===== src/rtl/input_pkg.sv =====
`default_nettype none
// ============================================================================
//  Module   : input_pkg
//  Purpose  : Shared definitions for the button conditioner: repeat-FSM state
//             encoding, legal parameter ranges and elaboration-time helpers.
//  Revision : 1.0 - initial release
// ============================================================================
package input_pkg;

    // Auto-repeat state per channel
    typedef enum logic [1:0] {
        ST_REL       = 2'd0,
        ST_HOLD_WAIT = 2'd1,
        ST_HOLD_RPT  = 2'd2
    } rpt_state_t;

    localparam int N_CH_MIN          = 1;
    localparam int N_CH_MAX          = 16;
    localparam int SYNC_STAGES_MIN   = 2;
    localparam int STABLE_CYCLES_MIN = 1;
    localparam int REPEAT_DELAY_MIN  = 1;
    localparam int REPEAT_PERIOD_MIN = 1;

    // Larger of two integers, used to size the shared hold counter
    function automatic int max2(input int a, input int b);
        return (a > b) ? a : b;
    endfunction

    // True when every parameter lies inside its legal range
    function automatic bit params_ok(
        input int n_ch,
        input int sync_stages,
        input int stable_cycles,
        input int repeat_delay,
        input int repeat_period
    );
        return (n_ch >= N_CH_MIN) && (n_ch <= N_CH_MAX) &&
               (sync_stages   >= SYNC_STAGES_MIN)   &&
               (stable_cycles >= STABLE_CYCLES_MIN) &&
               (repeat_delay  >= REPEAT_DELAY_MIN)  &&
               (repeat_period >= REPEAT_PERIOD_MIN);
    endfunction

endpackage
`default_nettype wire


===== src/rtl/btn_channel.sv =====
`default_nettype none
// ============================================================================
//  Module   : btn_channel
//  Purpose  : One button channel: input synchroniser, stability-count
//             debouncer with press/release pulses, and auto-repeat FSM.
//  Revision : 1.0 - initial release
// ============================================================================
module btn_channel
    import input_pkg::*;
#(
    parameter int SYNC_STAGES   = 2,
    parameter int STABLE_CYCLES = 16,
    parameter int REPEAT_DELAY  = 64,
    parameter int REPEAT_PERIOD = 16
) (
    input  logic clk,
    input  logic rst,
    input  logic btn_in,
    input  logic repeat_en,
    output logic level,
    output logic press,
    output logic release_pulse,
    output logic repeat_pulse
);

    localparam int STAB_W = $clog2(STABLE_CYCLES + 1);
    localparam int HOLD_W = $clog2(max2(REPEAT_DELAY, REPEAT_PERIOD) + 1);

    localparam logic [STAB_W-1:0] STAB_MAX    = STAB_W'(STABLE_CYCLES);
    localparam logic [HOLD_W-1:0] DELAY_LAST  = HOLD_W'(REPEAT_DELAY - 1);
    localparam logic [HOLD_W-1:0] PERIOD_LAST = HOLD_W'(REPEAT_PERIOD - 1);

    logic [SYNC_STAGES-1:0] sync_q;
    logic                   synced;
    logic [STAB_W-1:0]      stab_cnt;
    logic                   differs;
    logic                   toggle;
    logic                   rise;
    logic                   fall;
    rpt_state_t             state;
    logic [HOLD_W-1:0]      hold_cnt;

    // Metastability chain: btn_in is used nowhere else
    always_ff @(posedge clk or posedge rst) begin
        if (rst) begin
            sync_q <= '0;
        end else begin
            sync_q <= {sync_q[SYNC_STAGES-2:0], btn_in};
        end
    end

    assign synced  = sync_q[SYNC_STAGES-1];
    assign differs = synced ^ level;
    // Accept the new level only after STABLE_CYCLES differing samples plus this one
    assign toggle  = differs && (stab_cnt == STAB_MAX);
    assign rise    = toggle && !level;
    assign fall    = toggle && level;

    // Debouncer: count consecutive differing samples, any agreement restarts
    always_ff @(posedge clk or posedge rst) begin
        if (rst) begin
            stab_cnt      <= '0;
            level         <= 1'b0;
            press         <= 1'b0;
            release_pulse <= 1'b0;
        end else begin
            press         <= rise;
            release_pulse <= fall;
            if (toggle) begin
                level    <= ~level;
                stab_cnt <= '0;
            end else if (differs) begin
                stab_cnt <= stab_cnt + 1'b1;
            end else begin
                stab_cnt <= '0;
            end
        end
    end

    // Auto-repeat FSM; a release overrides everything so repeat never follows it
    always_ff @(posedge clk or posedge rst) begin
        if (rst) begin
            state        <= ST_REL;
            hold_cnt     <= '0;
            repeat_pulse <= 1'b0;
        end else begin
            repeat_pulse <= 1'b0;
            if (fall) begin
                state    <= ST_REL;
                hold_cnt <= '0;
            end else begin
                case (state)
                    ST_REL: begin
                        if (rise) begin
                            state    <= ST_HOLD_WAIT;
                            hold_cnt <= '0;
                        end
                    end
                    ST_HOLD_WAIT: begin
                        if (!repeat_en) begin
                            hold_cnt <= '0;
                        end else if (hold_cnt == DELAY_LAST) begin
                            repeat_pulse <= 1'b1;
                            hold_cnt     <= '0;
                            state        <= ST_HOLD_RPT;
                        end else begin
                            hold_cnt <= hold_cnt + 1'b1;
                        end
                    end
                    ST_HOLD_RPT: begin
                        if (!repeat_en) begin
                            state    <= ST_HOLD_WAIT;
                            hold_cnt <= '0;
                        end else if (hold_cnt == PERIOD_LAST) begin
                            repeat_pulse <= 1'b1;
                            hold_cnt     <= '0;
                        end else begin
                            hold_cnt <= hold_cnt + 1'b1;
                        end
                    end
                    default: begin
                        state    <= ST_REL;
                        hold_cnt <= '0;
                    end
                endcase
            end
        end
    end

endmodule
`default_nettype wire


===== src/rtl/button_conditioner.sv =====
`default_nettype none
// ============================================================================
//  Module   : button_conditioner
//  Purpose  : N_CH independent button conditioners (sync, debounce,
//             press/release pulses, auto-repeat). Wiring only.
//             release/repeat outputs carry a _pulse suffix because the bare
//             names are reserved words.
//  Revision : 1.0 - initial release
// ============================================================================
module button_conditioner
    import input_pkg::*;
#(
    parameter int N_CH          = 4,
    parameter int SYNC_STAGES   = 2,
    parameter int STABLE_CYCLES = 16,
    parameter int REPEAT_DELAY  = 64,
    parameter int REPEAT_PERIOD = 16
) (
    input  logic            clk,
    input  logic            rst,
    input  logic [N_CH-1:0] btn_in,
    input  logic [N_CH-1:0] repeat_en,
    output logic [N_CH-1:0] level,
    output logic [N_CH-1:0] press,
    output logic [N_CH-1:0] release_pulse,
    output logic [N_CH-1:0] repeat_pulse
);

    // Reject illegal parameter sets while elaborating
    if (!params_ok(N_CH, SYNC_STAGES, STABLE_CYCLES, REPEAT_DELAY, REPEAT_PERIOD)) begin : g_param_error
        $error("button_conditioner: illegal parameter value");
    end

    // One conditioner per channel
    for (genvar i = 0; i < N_CH; i++) begin : g_ch
        btn_channel #(
            .SYNC_STAGES   (SYNC_STAGES),
            .STABLE_CYCLES (STABLE_CYCLES),
            .REPEAT_DELAY  (REPEAT_DELAY),
            .REPEAT_PERIOD (REPEAT_PERIOD)
        ) u_ch (
            .clk           (clk),
            .rst           (rst),
            .btn_in        (btn_in[i]),
            .repeat_en     (repeat_en[i]),
            .level         (level[i]),
            .press         (press[i]),
            .release_pulse (release_pulse[i]),
            .repeat_pulse  (repeat_pulse[i])
        );
    end

endmodule
`default_nettype wire


===== config.mk =====
export PLATFORM = sky130hd
export DESIGN_NAME = button_conditioner
export DESIGN_NICKNAME = d
export VERILOG_FILES = /design/src/rtl/input_pkg.sv /design/src/rtl/btn_channel.sv /design/src/rtl/button_conditioner.sv
export SDC_FILE = /design/constraint.sdc
export NUM_CORES = 1
export LEC_CHECK = 0
export BUFFER_PORTS_ARGS = -buffer_cell sky130_fd_sc_hd__clkbuf_2
export CORE_ASPECT_RATIO = 1.2
export CORE_MARGIN = 2
export CORE_UTILIZATION = 55
export DETAILED_ROUTE_END_ITERATION = 6
export PLACE_DENSITY = 0.79
export SLEW_MARGIN = 20
export SYNTH_ARGS = -nofsm -noshare
export SYNTH_HDL_FRONTEND = slang
export SYNTH_SLANG_ARGS = --single-unit

===== constraint.sdc =====
create_clock -name clk -period 2.3 [get_ports clk]
set_input_delay 0.23 -clock clk [delete_from_list [all_inputs] [get_ports clk]]
set_output_delay 0.23 -clock clk [all_outputs]
set_load 0.03 [all_outputs]

==> run_results.csv, run 1 <==
group,metric,value,unit
placed_design,gp_congestion,0.892,
synth,synth-main-ff-cell,"dfrtp_1",
route,wl_met1,3.56,mm
setup_path,end_kind,"flip-flop",
synth,synth_nets,484,
run,cap_viol_max_count,0,
global_routing,grt_overflow,0,
setup_path,critPathArrivalTime,2.13,ns
min_path,min_path_cells,3,
min_path,hold_start,"repeat_en[3]",
route,drc_errors,0,
floorplanning,design.core.area,8020,um^2
sta,finalHoldViolations,0,
synth,synthCells,446,
floorplanning,start_util,0.557,
sta,rsz0062_at_grt,"no",
cells_and_area,fin_nets,509,
setup_path,r2r-end,"g_ch[0].u_ch.state[0]$_DFFE_PP0P_",
min_path,min_path_type,"in -> reg",
cells_and_area,final_cell_mix,"80 x dfrtp_1, 49 x nand2_1, 29 x nor2_1, 29 x inv_1, 28 x ha_1",
sta,worst_pin_slew,0.663,ns
global_routing,grt_usage,0.201,
global_routing,antenna_found_initial,0,
power_and_ir_drop,ir_worst_vdd,517,uV
sta,layout_min_cycle_time,1.89,ns
route,drtIter0Drc,176,
outcome,outcome,"complete, no violations",
floorplanning,chipWidth,86.3,um
synth,yosys.area.top_type,"dfrtp_1",
sta,setup_slack,0.406,ns
cells_and_area,drive_gt1_frac,0.143,
route,wl_met2,4.28,mm
floorplanning,dieArea,8860,um^2
route,dr.pass1.iters,4,
placed_design,portBuffers,25,
clock_network,clkTransAtPathRegs,0.08,ns
setup_path,crit_fanout,7,
sta,clock.fmax,528,MHz
setup_path,cp-start-kind,"flip-flop",
clock_network,cts-resized-gates,0,
route,ant_nets,0,
floorplanning,io_pins,26,
cells_and_area,insertedDiodeCount,0,
power_and_ir_drop,total_power,0.00390,W
synth,synth_top_cell_area_share,0.448,
setup_path,crit_required,2.53,ns
synth,ys_seq_elements,80,
synth,netlist_area,4470,um^2
floorplanning,rows,36,
global_routing,grt_pass1_wl,14.4,mm
synth,synth.avg_cell_area,10.0,um^2
sta,hold_ws,0.167,ns
clock_network,cts_root_buf,"clkbuf_8",
placed_design,pre_cts_ws,0.436,ns
sta,period_share,0.823,
synth,ys_seq_area_frac,0.448,
clock_network,clock_latency,0.34,ns
cells_and_area,multi_input_area,2210,um^2
setup_path,r2r_cells,6,
clock_network,cts_tree,"done",
cells_and_area,fillerInstances,664,
route,routed_via_density,5.98,
cells_and_area,seq_area,2000,um^2
route,avgRoutedWirePerCell,14.4,um
synth,synth_edf_count,0,
global_routing,grt_pass1_vias,3336,
route,top_layer,"met4",
sta,setup_viol,0,
sta,fin_setup_tns,0,ns
clock_network,htreeDepth,3,
synth,ys_types,63,
setup_path,r2r_setup_slack,0.41,ns
cells_and_area,final_common_cell,"dfrtp_1",
sta,slew_headroom,0.557,
setup_path,critical_path_class,"reg -> reg",
synth,async_reset_ff_frac,1.00,
route,met3_wirelength,283,um
power_and_ir_drop,p_per_area,795,nW/um^2
placed_design,hpwl,5.88,mm
power_and_ir_drop,p_leak,2.26,nW
synth,yosys_warnings,0,
global_routing,grt_max_degree,39,
clock_network,cts.path.max_buffers,2,
clock_network,cts-buffers-inserted,9,
clock_network,clock-sinks,80,
cells_and_area,syn2layout_area_growth,9.78,%
route,drt-total-wl,8.23,mm
setup_path,r2r_start,"g_ch[0].u_ch.stab_cnt[0]$_DFF_PP0_",
route,vias,3407,
sta,finalMaxSlewViolations,0,
sta,fin_skew,0.00927,ns
min_path,whs_endpoint,"g_ch[3].u_ch.repeat_pulse$_DFF_PP0_",
synth,synthTopCellsByArea,"dfrtp_1 45%, ha_1 7.8%, nand2_1 4.1%, nand3_1 2.9%, buf_4 2.7%",
floorplanning,die-height,103,um
## metal layers
layer	GRT usage	vias to the layer above
met1	0.248	1673
met4	0.0805	0
met2	0.350	74
li1	-	1648
met5	0	-
met3	0.0360	12
## kinds of logic after synthesis
logic type	count (synthesis)	share of synthesized area
xor gates and xnor gates	18	0.0370
DFF	80	0.448
adders and majority gates	28	0.0785
AOI/OAI and AO/OA	102	0.177
buffers and inverters	51	0.0566
muxes	5	0.0118
and+or+nand+nor	162	0.191
## worst max-delay path by stage
stage	end	slack, ns	start	cells past startpoint
finish	g_ch[0].u_ch.state[0]$_DFFE_PP0P_	0.41	g_ch[0].u_ch.stab_cnt[0]$_DFF_PP0_	6
floorplan	g_ch[0].u_ch.hold_cnt[0]$_DFFE_PP0P_	0.02	rst	1
global placement	g_ch[3].u_ch.hold_cnt[4]$_DFFE_PP0P_	0.51	g_ch[3].u_ch.stab_cnt[0]$_DFF_PP0_	6
detailed placement	g_ch[3].u_ch.hold_cnt[5]$_DFFE_PP0P_	0.44	g_ch[3].u_ch.stab_cnt[0]$_DFF_PP0_	6
CTS	g_ch[0].u_ch.state[0]$_DFFE_PP0P_	0.39	g_ch[0].u_ch.stab_cnt[0]$_DFF_PP0_	6
global route	g_ch[0].u_ch.state[0]$_DFFE_PP0P_	0.22	g_ch[0].u_ch.stab_cnt[0]$_DFF_PP0_	6
## worst max-delay path, cell delays in order (launching register included)
cell and delay [ns]:
dfrtp_1 0.41, inv_1 0.08, ha_1 0.17, nand2_1 0.12
o41ai_4 0.52, nand3_1 0.18, a221oi_1 0.31
## flip-flops by register name (all words and copies together) (netlist names)
signal	cells
g_ch.u_ch.hold_cnt	28
g_ch.u_ch.level	4
g_ch.u_ch.press	4
g_ch.u_ch.release_pulse	4
g_ch.u_ch.repeat_pulse	4
g_ch.u_ch.stab_cnt	20
g_ch.u_ch.state	8
g_ch.u_ch.sync_q	8
## synth_stat cells (5+ instances only)
cell and instances:
nor3_1 8, a2111oi_0 7, or2_2 5, ha_1 28, nand2_1 49, inv_1 30, a21oi_1 11, buf_4 16
nor2_1 29, xnor2_1 7, o211ai_1 8, and3_1 6, o2111ai_1 9, o21ai_0 17, nand3_1 26, dfrtp_1 80
xor2_1 10, and2_1 7
## final cells by class
| cell class | count | share of cell area |
|---|---|---|
| Multi-Input combinational cell | 315 | 0.451 |
| Sequential cell | 80 | 0.408 |
| Timing Repair Buffer | 34 | 0.0444 |
| Clock buffer | 12 | 0.0296 |
| Tap cell | 95 | 0.0242 |
| Inverter | 31 | 0.0240 |
| Clock inverter | 3 | 0.0184 |
## repair_timing
item | 4_1_cts | 5_1_grt
setup buffers | 0 | 0
endpoints found under the hold margin | 40 | 0
hold buffers | 5 | 0
## report_power, final
part,internal [W],leakage [nW],switching [W]
Combinational,0.000412,1.09,0.000665
Sequential,0.00151,1.05,0.0000900
Clock,0.000747,0.117,0.000473
Total,0.00267,2.26,0.00123
## metrics by stage
| stage | instances | cell area [um^2] | util |
|---|---|---|---|
| after floorplan | 446 | 4470 | - |
| after CTS | 570 | 4900 | 0.611 |
| final | 570 | 4900 | 0.611 |
| after global routing | 570 | 4900 | 0.611 |
| after detailed placement | 550 | 4620 | 0.576 |
| after global placement | 550 | 4620 | 0.576 |
Note: power is estimated with default switching activity, not from simulation.
==> inputs of run 2 (changes only) <==
- clock period: 2.3 -> 1.7 ns (I/O delays scaled with it)
==> run 2 against run 1 <==
Effect of this change:
- the run now ends with negative setup slack left
- total power increased by 57%
- die area did not move
- first-iteration DRC count fell by 18%
- hold slack worse by 0.053 ns
- largest power group is now combinational cells
- sequential cell count unchanged
- critical path type unchanged
- clock skew is 0.0064 ns higher
- cell count grew 9.1%
- critical endpoint is now g_ch[3].u_ch.hold_cnt[2]$_DFFE_PP0P_
- highest routed layer unchanged
==> run_results.csv, run 2 (synthesized netlist as in run 1, its figures left out) <==
group,metric,value,unit
clock_network,cts_root_buf,"clkbuf_8",
global_routing,grt_max_degree,44,
floorplanning,chipWidth,86.3,um
power_and_ir_drop,pwr-share-seq,0.354,
clock_network,cts_tree,"done",
power_and_ir_drop,p_leak,2.51,nW
cells_and_area,largest_reg_flops,28,
clock_network,htreeDepth,3,
power_and_ir_drop,power_frac_clock,0.249,
sta,rsz0062_at_grt,"yes",
global_routing,grt_usage,0.221,
setup_path,end_kind,"flip-flop",
global_routing,antenna_found_initial,0,
setup_path,r2r_cells,5,
cells_and_area,utilization,0.701,
clock_network,clkTransAtPathRegs,0.09,ns
placed_design,gp_congestion,0.871,
sta,layout_min_cycle_time,1.76,ns
route,dr.pass1.iters,4,
setup_path,max_stage_delay,0.43,ns
placed_design,placed_area,4930,um^2
setup_path,cp-start-kind,"flip-flop",
run,cap_viol_max_count,0,
placed_design,pre_cts_ws,-0.117,ns
cells_and_area,reg_top3,"g_ch.u_ch.hold_cnt (28), g_ch.u_ch.stab_cnt (20)",
clock_network,clock_latency,0.35,ns
global_routing,grt_pass1_vias,3543,
floorplanning,die-height,103,um
power_and_ir_drop,power_frac_comb,0.397,
sta,period_share,1.04,
global_routing,grt_overflow,0,
power_and_ir_drop,p_per_area,1090,nW/um^2
setup_path,crit_path_cell_trace,"ha_4 > and4b_2 > a31o_4 > a2111oi_4 > a211o_1",
clock_network,cts.path.max_buffers,2,
setup_path,critical_path_class,"reg -> reg",
power_and_ir_drop,total_power,0.00611,W
cells_and_area,final_cell_mix,"80 x dfrtp_1, 52 x buf_4, 47 x nand2_1",
outcome,violations,"negative setup slack",
placed_design,portBuffers,25,
setup_path,crit_fanout,6,
power_and_ir_drop,ir_worst_vdd,670,uV
floorplanning,dieArea,8860,um^2
setup_path,critPathTopFamily,"compound AO/OA/AOI/OAI gates",
cells_and_area,fin_nets,561,
route,drtIter0Drc,145,
sta,setup_viol,4,
sta,worst_pin_slew,0.363,ns
setup_path,crit_cells,5,
route,vias,3638,
sta,setup_slack,-0.0640,ns
setup_path,crit_path_top_delay_cell,"dfrtp_1",
cells_and_area,drive_gt1_frac,0.309,
route,ant_nets,0,
floorplanning,start_util,0.557,
cells_and_area,final_common_cell,"dfrtp_1",
sta,fin_skew,0.0156,ns
min_path,min_path_type,"in -> reg",
setup_path,r2r_start,"g_ch[3].u_ch.hold_cnt[0]$_DFFE_PP0P_",
cells_and_area,fillerInstances,580,
sta,hold_ws,0.114,ns
cells_and_area,insertedDiodeCount,0,
power_and_ir_drop,netSwitchingPower,0.00213,W
setup_path,crit_required,1.98,ns
setup_path,crit_path_end,"g_ch[3].u_ch.hold_cnt[2]$_DFFE_PP0P_",
setup_path,crit_buf_inv,0,
route,routed_via_density,5.85,
power_and_ir_drop,swShare,0.348,
route,drc_errors,0,
global_routing,grt_pass1_wl,15.8,mm
cells_and_area,stdcell_area,5620,um^2
floorplanning,design.core.area,8020,um^2
power_and_ir_drop,p_int,0.00398,W
sta,clock.fmax,567,MHz
setup_path,startpoint,"g_ch[3].u_ch.hold_cnt[0]$_DFFE_PP0P_",
route,avgRoutedWirePerCell,15.7,um
outcome,outcome,"complete, but fails checks",
floorplanning,io_pins,26,
setup_path,critPathArrivalTime,2.04,ns
sta,slew_headroom,0.757,
cells_and_area,syn2layout_area_growth,25.9,%
clock_network,clock-sinks,80,
cells_and_area,regMostFlops,"g_ch.u_ch.hold_cnt",
sta,finalHoldViolations,0,
sta,finalMaxSlewViolations,0,
clock_network,cts-buffers-inserted,9,
floorplanning,rows,36,
setup_path,r2r-end,"g_ch[3].u_ch.hold_cnt[2]$_DFFE_PP0P_",
route,drt-total-wl,9.79,mm
placed_design,hpwl,6.44,mm
setup_path,r2r_setup_slack,-0.06,ns
[run 2: changes by cell type in the layout (fill, tap and decap cells not counted), moves of 4 or more]
| cell | delta |
|---|---|
| a2111oi_0 | -6 |
| a2111oi_4 | +5 |
| buf_4 | +49 |
| clkinvlp_4 | +4 |
| ha_1 | -7 |
| ha_4 | +4 |
| nand3_1 | -7 |
| nand3_2 | +6 |
| o21ai_0 | -5 |
[run 2: repair_timing]
item | in CTS | in global routing
pin swaps | 9 | 23
setup endpoints to repair | 15 | 32
resized for setup | 23 | 51
setup buffers | 4 | 6
cloned | 1 | 0
hold endpoints to repair | 15 | 0
hold buffers | 5 | 0
[run 2: how the worst min path moves through the flow]
stage | cells after the start | startpoint | end | slack (ns)
after floorplan | 0 | btn_in[0] | g_ch[0].u_ch.sync_q[0]$_DFF_PP0_ | 0.20
after global placement | 2 | rst | g_ch[0].u_ch.stab_cnt[0]$_DFF_PP0_ | 0.15
after detailed placement | 2 | rst | g_ch[0].u_ch.stab_cnt[2]$_DFF_PP0_ | 0.15
after CTS | 3 | repeat_en[3] | g_ch[3].u_ch.repeat_pulse$_DFF_PP0_ | 0.08
after global routing | 2 | repeat_en[0] | g_ch[0].u_ch.repeat_pulse$_DFF_PP0_ | 0.12
final | 2 | repeat_en[0] | g_ch[0].u_ch.repeat_pulse$_DFF_PP0_ | 0.11
[run 2: stage by stage]
stage               instances  TNS [ns]
floorplan                 446         0
global placement          591   -0.0295
detailed placement        591    -0.513
CTS                       616   -0.0177
global route              622    -0.648
finish                    622    -0.111
[run 2: area by class of cell]
cell class              instances  area [um^2]  area share
inverters                      31          120      0.0214
clock inverters                 5         82.6      0.0147
multi-input cells             315         2560       0.455
repair buffers                 86          613       0.109
flip-flops and latches         80         2000       0.356
well taps                      95          119      0.0211
clock buffers                  10          128      0.0227
[run 2: power by group through the flow]
stage | Sequential, W | Clock [W] | Combinational, W
global placement | 0.00217 | 0 | 0.00175
finish | 0.00216 | 0.00152 | 0.00243
global route | 0.00218 | 0.00162 | 0.00265
CTS | 0.00214 | 0.00154 | 0.00203
detailed placement | 0.00218 | 0 | 0.00181
floorplan | 0.00217 | 0 | 0.00110
[run 2: routing by layer]
metal / vias to the layer above / global-route usage / share of wire
li1: 1752 / - / -
met2: 70 / 0.395 / 0.54
met1: 1802 / 0.275 / 0.42
met5: - / 0 / 0
met4: 0 / 0.0805 / 0.017
met3: 14 / 0.0304 / 0.022
==> inputs of run 3 (changes only) <==
- SKIP_CTS_REPAIR_TIMING: not set -> 1
==> run 3 against run 2 <==
Effect of this change:
- the run still ends with negative setup slack left
- sequential share of layout area grew 0.22 points
- cell count decreased by 0.16%
- critical path type unchanged
- largest power group unchanged
- clock-buffer cell count did not move
- highest routed layer unchanged
- worst setup slack better by 0.019 ns
- clock power barely moved
- design area fell by 0.60%
- first-iteration DRC count down 9.0%
- register-to-register slack gained 0.02 ns
==> run_results.csv, run 3 (synthesized netlist as in run 1, its figures left out) <==
group,metric,value,unit
sta,slew_headroom,0.772,
placed_design,gp_congestion,0.871,
min_path,min_path_cells,3,
setup_path,critical_path_class,"reg -> reg",
clock_network,clock-sinks,80,
min_path,whs_endpoint,"g_ch[3].u_ch.repeat_pulse$_DFF_PP0_",
clock_network,clock_latency,0.35,ns
setup_path,crit_fanout,5,
clock_network,cts_tree,"done",
route,met3_wirelength,258,um
sta,setup_viol,4,
placed_design,pre_cts_ws,-0.117,ns
clock_network,cts-buffers-inserted,9,
cells_and_area,syn2layout_area_growth,25.1,%
route,routed_via_density,5.87,
clock_network,clkTransAtPathRegs,0.09,ns
floorplanning,die-height,103,um
sta,setup_slack,-0.0445,ns
placed_design,hpwl,6.44,mm
power_and_ir_drop,ir_worst_vdd,676,uV
floorplanning,io_pins,26,
sta,fin_setup_tns,-0.102,ns
sta,clock.fmax,573,MHz
global_routing,grt_pass1_vias,3413,
cells_and_area,insertedDiodeCount,0,
setup_path,crit_path_cell_trace,"ha_4 > and4b_2 > a21o_4 > a2111oi_4 > a221o_1",
route,wl_met2,5.24,mm
setup_path,r2r_start,"g_ch[3].u_ch.hold_cnt[0]$_DFFE_PP0P_",
global_routing,grt_usage,0.210,
sta,fin_skew,0.0161,ns
route,wl_met1,4.03,mm
cells_and_area,final_cell_mix,"80 x dfrtp_1, 52 x buf_4, 48 x nand2_1",
cells_and_area,fin_nets,560,
setup_path,r2r_setup_slack,-0.04,ns
floorplanning,rows,36,
cells_and_area,drive_gt1_frac,0.295,
setup_path,crit_required,1.99,ns
route,drt-total-wl,9.71,mm
setup_path,r2r-end,"g_ch[3].u_ch.hold_cnt[5]$_DFFE_PP0P_",
setup_path,r2r_cells,5,
sta,layout_min_cycle_time,1.74,ns
power_and_ir_drop,p_per_area,1080,nW/um^2
route,dr.pass1.iters,4,
route,ant_nets,0,
setup_path,max_stage_delay,0.41,ns
sta,finalHoldViolations,0,
sta,finalMaxSlewViolations,0,
global_routing,grt_pass1_wl,15.0,mm
clock_network,htreeDepth,3,
cells_and_area,reg_top3,"g_ch.u_ch.hold_cnt (28), g_ch.u_ch.stab_cnt (20)",
clock_network,cts.path.max_buffers,2,
route,vias,3643,
cells_and_area,final_common_cell,"dfrtp_1",
route,top_layer,"met4",
floorplanning,chipWidth,86.3,um
setup_path,end_kind,"flip-flop",
setup_path,critPathTopFamily,"compound AO/OA/AOI/OAI gates",
cells_and_area,regMostFlops,"g_ch.u_ch.hold_cnt",
route,avgRoutedWirePerCell,15.6,um
cells_and_area,utilization,0.697,
floorplanning,design.core.area,8020,um^2
min_path,min_path_type,"in -> reg",
route,drtIter0Drc,132,
cells_and_area,fillerInstances,579,
global_routing,grt_overflow,0,
run,cap_viol_max_count,0,
outcome,outcome,"complete, but fails checks",
cells_and_area,largest_reg_flops,28,
global_routing,grt_max_degree,44,
floorplanning,dieArea,8860,um^2
placed_design,portBuffers,25,
power_and_ir_drop,total_power,0.00605,W
setup_path,crit_path_top_delay_cell,"dfrtp_1",
min_path,hold_start,"repeat_en[3]",
floorplanning,start_util,0.557,
sta,rsz0062_at_grt,"yes",
setup_path,cp-start-kind,"flip-flop",
setup_path,crit_buf_inv,0,
power_and_ir_drop,p_leak,2.50,nW
cells_and_area,seq_area,2000,um^2
outcome,violations,"negative setup slack",
cells_and_area,multi_input_area,2530,um^2
sta,worst_pin_slew,0.333,ns
clock_network,cts_root_buf,"clkbuf_8",
sta,period_share,1.03,
setup_path,critPathArrivalTime,2.03,ns
global_routing,antenna_found_initial,0,
route,drc_errors,0,
## run 3: worst max-delay path by stage
stage | start | depth (start not counted) | slack (ns) | to
6_report | g_ch[3].u_ch.hold_cnt[0]$_DFFE_PP0P_ | 5 | -0.04 | g_ch[3].u_ch.hold_cnt[5]$_DFFE_PP0P_
2_1_floorplan | g_ch[3].u_ch.stab_cnt[0]$_DFF_PP0_ | 7 | 0.009 | g_ch[3].u_ch.hold_cnt[4]$_DFFE_PP0P_
3_3_place_gp | g_ch[3].u_ch.hold_cnt[0]$_DFFE_PP0P_ | 5 | -0.01 | g_ch[3].u_ch.hold_cnt[2]$_DFFE_PP0P_
4_1_cts | g_ch[3].u_ch.hold_cnt[0]$_DFFE_PP0P_ | 5 | -0.18 | g_ch[3].u_ch.hold_cnt[2]$_DFFE_PP0P_
5_1_grt | g_ch[3].u_ch.hold_cnt[1]$_DFFE_PP0P_ | 5 | -0.1 | g_ch[3].u_ch.hold_cnt[5]$_DFFE_PP0P_
3_5_place_dp | g_ch[3].u_ch.hold_cnt[0]$_DFFE_PP0P_ | 5 | -0.12 | g_ch[3].u_ch.hold_cnt[3]$_DFFE_PP0P_
## run 3: where the power goes
group / total, W / internal, W / leakage, nW / switching [W]
Clock: 0.00153 / 0.000820 / 0.0946 / 0.000709
Sequential: 0.00216 / 0.00204 / 1.05 / 0.000115
Combinational: 0.00237 / 0.00108 / 1.35 / 0.00128
## run 3: tightest hold or removal path, delay by kind of cell
family                 cells  cell delay [ns]
buffers and inverters      2             0.19
AND/OR/NAND/NOR            1             0.06
## run 3: layout make-up
cell class                 instances  share of cell area
clock buffer                      10              0.0228
tap                               95              0.0213
inverter                          31              0.0215
sequential                        80               0.358
multi-input combinational        315               0.454
timing repair buffer              85               0.108
clock inverter                     5              0.0148
## run 3: metrics by stage
| step | std cells | cell area (um^2) | hold WS, ns |
|---|---|---|---|
| detailed placement | 591 | 4930 | 0.148 |
| CTS | 606 | 5140 | -0.227 |
| global route | 621 | 5590 | 0.105 |
| floorplan | 446 | 4470 | 0.201 |
| finish | 621 | 5590 | 0.0980 |
| global placement | 591 | 4930 | 0.154 |
## run 3: layer usage
metal  vias up  track usage
met5         -            0
met4         0       0.0841
met3        17       0.0304
met2        78        0.371
met1      1793        0.259
li1       1755            -
